==> src/rtl/oam_dma.sv <==
// oam_dma: halts the CPU and copies a 256-byte page to a fixed register address.
// Optional I_abort port is enabled by defining OAM_DMA_ABORT_EN.
module oam_dma #(
    parameter int          P_addr_bits = 16,
    parameter int          P_data_bits = 8,
    parameter logic [15:0] P_dest_addr = 16'h2004
) (
    input  logic                   I_clock,
    input  logic                   I_reset_n,
    input  logic                   I_tick,
    input  logic                   I_start,
    input  logic [7:0]             I_page,
    input  logic                   I_phase,
`ifdef OAM_DMA_ABORT_EN
    input  logic                   I_abort,
`endif
    input  logic [P_data_bits-1:0] I_data,
    output logic [P_addr_bits-1:0] O_addr,
    output logic                   O_wren,
    output logic [P_data_bits-1:0] O_data,
    output logic                   O_halt,
    output logic                   O_busy,
    output logic                   O_done
);

    typedef enum logic [2:0] {
        S_IDLE,
        S_HALT,
        S_ALIGN,
        S_READ,
        S_WRITE
    } state_e;

    localparam logic [P_addr_bits-1:0] DEST = P_addr_bits'(P_dest_addr);

    state_e                 state_q, state_d;
    logic [7:0]             index_q, index_d;
    logic [7:0]             page_q, page_d;
    logic [P_data_bits-1:0] cap_q, cap_d;
    logic                   pend_q, pend_d;
    logic [P_addr_bits-1:0] addr_q, addr_d;
    logic                   abort;

`ifdef OAM_DMA_ABORT_EN
    assign abort = I_abort;
`else
    assign abort = 1'b0;
`endif

    always_comb begin
        state_d = state_q;
        index_d = index_q;
        page_d  = page_q;
        pend_d  = 1'b0;
        // read data arrives one clock after the ticked READ edge
        cap_d   = pend_q ? I_data : cap_q;
        addr_d  = addr_q;
        O_wren  = 1'b0;
        O_done  = 1'b0;
        unique case (state_q)
            S_IDLE: begin
                if (I_tick && I_start) begin
                    state_d = S_HALT;
                    page_d  = I_page;
                    index_d = 8'd0;
                end
            end
            S_HALT: begin
                if (I_tick) begin
                    if (abort)        state_d = S_IDLE;
                    else if (I_phase) state_d = S_ALIGN;
                    else              state_d = S_READ;
                end
            end
            S_ALIGN: begin
                if (I_tick) state_d = abort ? S_IDLE : S_READ;
            end
            S_READ: begin
                addr_d = P_addr_bits'({page_q, index_q});
                if (I_tick) begin
                    if (abort) begin
                        state_d = S_IDLE;
                    end else begin
                        state_d = S_WRITE;
                        pend_d  = 1'b1;
                    end
                end
            end
            S_WRITE: begin
                addr_d = DEST;
                O_wren = I_tick;
                if (I_tick) begin
                    if (index_q == 8'hFF || abort) begin
                        state_d = S_IDLE;
                        O_done  = !abort;
                    end else begin
                        state_d = S_READ;
                        index_d = index_q + 8'd1;
                    end
                end
            end
            default: state_d = S_IDLE;
        endcase
    end

    always_ff @(posedge I_clock or negedge I_reset_n) begin
        if (!I_reset_n) begin
            state_q <= S_IDLE;
            index_q <= '0;
            page_q  <= '0;
            cap_q   <= '0;
            pend_q  <= 1'b0;
            addr_q  <= '0;
        end else begin
            state_q <= state_d;
            index_q <= index_d;
            page_q  <= page_d;
            cap_q   <= cap_d;
            pend_q  <= pend_d;
            addr_q  <= addr_d;
        end
    end

    // on the first WRITE clock the capture is still in flight: forward it
    assign O_data = pend_q ? I_data : cap_q;
    assign O_addr = addr_d;
    assign O_busy = (state_q != S_IDLE);
    assign O_halt = O_busy;

endmodule

==> config.mk <==
export PLATFORM = sky130hd
export DESIGN_NAME = oam_dma
export DESIGN_NICKNAME = d
export VERILOG_FILES = /design/src/rtl/oam_dma.sv
export SDC_FILE = /design/constraint.sdc
export NUM_CORES = 1
export LEC_CHECK = 0
export ABC_AREA = 0
export CAP_MARGIN = 30
export CORE_MARGIN = 5
export CORE_UTILIZATION = 45
export DETAILED_ROUTE_END_ITERATION = 7
export PLACE_DENSITY = 0.75
export SETUP_SLACK_MARGIN = 0.5
export SLEW_MARGIN = 20
export SYNTH_ARGS = -nofsm -noshare
export SYNTH_HDL_FRONTEND = slang
export SYNTH_SLANG_ARGS = --single-unit
==> constraint.sdc <==
create_clock -name I_clock -period 2.05 [get_ports I_clock]
set_input_delay 0.41 -clock I_clock [delete_from_list [all_inputs] [get_ports I_clock]]
set_output_delay 0.41 -clock I_clock [all_outputs]
set_load 0.05 [all_outputs]
==> results.json <==
{
  "status": "finished with violations",
  "failed_checks": "negative setup slack",
  "setup_slack_ps": -88.31,
  "crit_chain": "and2b_4 -> and2_4 -> nor2_4 -> buf_12 -> a22o_4 -> buf_12",
  "finalCritPeriodShare_pct": 104.3,
  "timing.hold.ws_ps": 171.3,
  "clock-skew-final_ps": 6.245,
  "tightest_slew_ps": 539.6,
  "dr.first_iter.drc_count": 119,
  "cts_buffers": 5,
  "core_um2": 4000,
  "max_cap_viol_count": 0,
  "cp-startpoint": "state_q[2]",
  "fin_area_um2": 3327,
  "power_density_nw_per_um2": 1763,
  "synth.avg_cell_area_um2": 12.24,
  "cp.arrival_ps": 1730,
  "worstPathMaxFanout": 14,
  "row_count": 23,
  "yosysSeqAreaShare_pct": 59.18,
  "firstDrtPassIters": 4,
  "clock-sinks": 44,
  "finalNetCount": 245,
  "leakagePower_nw": 1.510,
  "preCtsSetupSlack_ps": -10.05,
  "grt.total_usage_pct": 21.50,
  "syn_area_um2": 1861,
  "route.vias.total": 1575,
  "drcViolationCount": 0,
  "met1Wirelength_um": 2038,
  "yosysUniqueCellTypes": 35,
  "setup_viol": 14,
  "r2r-start": "state_q[0]",
  "drive_above_1_share_pct": 55.80,
  "cpPeakStageDelay_ps": 390,
  "final_max_slew_viol_count": 0,
  "grt_pass1_wl_um": 8673,
  "critPathTopFamily": "simple AND/OR/NAND/NOR gates",
  "ir_drop_mv": 1.407,
  "ys_ff_latch": 44,
  "antenna_found_initial": 0,
  "die_y_um": 74.30,
  "routed_via_density": 5.748,
  "cp-end-kind": "primary output",
  "cpMaxStageDelayCell": "dfrtp_1",
  "hold_buffers": 0,
  "placed_cell_area_um2": 2848,
  "dp_hpwl_um": 3454,
  "worstSetupStartpointType": "register",
  "rsz0062_at_grt": "true",
  "cts_root_buf": "clkbuf_8",
  "grt_overflow": 0,
  "routed_wl_um": 5541,
  "yosys_warnings": 0,
  "cts_tree": "done",
  "hold_violations": 0,
  "grt_max_degree": 45,
  "ios": 49,
  "power_mw": 5.866,
  "clock_latency_ps": 300,
  "wl_met2_um": 2849,
  "avgRoutedWirePerCell_um": 20.22,
  "timing.critical_path.buf_inv": 2,
  "fin_crit_ps": 2138,
  "crit_required_ps": 1640,
  "syn_to_final_growth_pct": 78.82,
  "ant_nets": 0,
  "place.port_buffers": 48,
  "syn_inst": 152,
  "fin_tns_setup_ps": -1173,
  "die_w_um": 74.30,
  "clkTransAtPathRegs_ps": 80,
  "clockBufferDepth": 2,
  "dieArea_um2": 5520,
  "gp_congestion": 0.8176,
  "top_layer_used": "met4",
  "start_util_pct": 46.51,
  "path_common_cell": "buf_12",
  "crit_type": "reg -> out",
  "synth_nets": 174,
  "max_freq_mhz": 467.7,
  "grt_pass1_vias": 1717,
  "cts_max_level": 2,
  "hold_class": "in -> async",
  "wl_met3_um": 452,
  "n_antenna_cell": 0,
  "relSlewSlack_pct": 64.02
}
through the flow:
step / cells / util (%)
after detailed placement: 248 / 71.19
after global placement: 248 / 71.19
after floorplan: 152 / -
final: 274 / 83.17
after CTS: 267 / 80.58
after global routing: 274 / 83.17
layer usage:
layer / up-vias / global-route usage, %
met5: - / 0
met4: 0 / 9.684
met3: 20 / 6.351
met2: 84 / 35.73
met1: 769 / 25.92
li1: 702 / -
sequential cells by signal (all words and copies together) (netlist names):
register	cells
page_q	8
addr_q	16
pend_q	1
state_q	3
index_q	8
cap_q	8
logic make-up (layout without fill, tap and decap cells):
group	after synthesis	count (layout)	share of synthesized area, %
muxes	16	16	9.684
and+or+nand+nor	37	37	11.84
AOI/OAI and AO/OA	41	41	15.40
buffers and inverters	13	85	3.228
adders and majority gates	1	1	0.6724
DFF	44	44	59.18
path summary, 6_finish.rpt:
check	end	slack, ps	cells after the start
min reg2reg	addr_q[6]	510	1
max in group asynchronous	pend_q	1480	2
min in group I_clock	addr_q[6]	510	1
max	O_addr[7]	-90	6
max reg2reg	index_q[2]	190	9
min	index_q[4]	170	2
layout make-up:
cell class,instances,area (um2)
Clock buffer,7,86.33
Clock inverter,1,7.507
Fill cell,191,673.1
Inverter,2,11.26
Multi-Input combinational cell,95,1041
Sequential cell,44,1107
Tap cell,50,62.56
Timing Repair Buffer,75,1011
cells in the final DEF, fill, tap and decap left out, types with 2 or more instances in the layout:
cell type        instances
a21oi_1                  3
a22o_4                  14
a31oi_1                  2
and3_1                   3
buf_12                  28
buf_4                   15
buf_6                   10
buf_8                    2
clkbuf_8                 6
clkdlybuf4s50_1         19
clkinvlp_4               2
dfrtp_1                 39
dfrtp_2                  5
mux2_2                   7
mux2_4                   9
nand2_1                  3
nand2_4                  2
nand3_1                  6
nand4_1                  3
nor2_1                   2
nor2_4                   2
nor3b_4                  2
o21ai_0                  3
o21ai_1                  6
o21ai_2                  2
o22a_4                   2
report_power, final:
| part | leakage, nW | internal [mW] | total, mW | switching, mW |
|---|---|---|---|---|
| registers | 0.554 | 1.20 | 1.40 | 0.202 |
| clock network | 0.0445 | 0.274 | 0.565 | 0.291 |
| logic | 0.912 | 1.95 | 3.90 | 1.95 |
worst reg2reg max path: stages, from the launching register on:
cell and delay (ps):
dfrtp_2 470, buf_4 160, buf_6 130, nand4bb_4 250, buf_6 160, buf_6 100
buf_6 110, a31oi_4 190, nand2_1 100, o21ai_1 120
Yosys cell counts:
cell type | number | share of area (%)
buf_2 | 3 | 0.81
and2b_1 | 1 | 0.40
dfrtp_1 | 44 | 59
a31oi_1 | 3 | 1.0
nand4bb_1 | 1 | 0.61
a21oi_1 | 4 | 1.1
ha_1 | 1 | 0.67
o41ai_1 | 1 | 0.47
or2_2 | 1 | 0.34
and4_1 | 1 | 0.47
and3_1 | 3 | 1.0
clkbuf_1 | 6 | 1.2
or3_1 | 1 | 0.34
or3b_1 | 1 | 0.47
o211ai_1 | 1 | 0.40
a41oi_1 | 1 | 0.47
nor2_2 | 1 | 0.34
mux2_2 | 16 | 9.7
o21bai_1 | 1 | 0.40
nor3b_1 | 2 | 0.81
buf_4 | 2 | 0.81
nor2_1 | 3 | 0.61
nand2_1 | 6 | 1.2
a22o_1 | 15 | 7.1
o22ai_1 | 1 | 0.34
nand3_1 | 7 | 1.9
and2b_4 | 1 | 0.54
inv_1 | 2 | 0.40
o22a_1 | 2 | 0.94
and2_1 | 2 | 0.67
o21ai_0 | 12 | 3.2
or4_1 | 1 | 0.40
nor2b_1 | 1 | 0.34
nand4_1 | 3 | 1.0
nand3b_1 | 1 | 0.40
timing repair:
action                                  CTS  global route
pin swaps                                11             7
endpoints found under the setup margin   43            45
resized for setup                        47            13
buffers inserted                         11             7
Power figures use the tool's default switching activity.
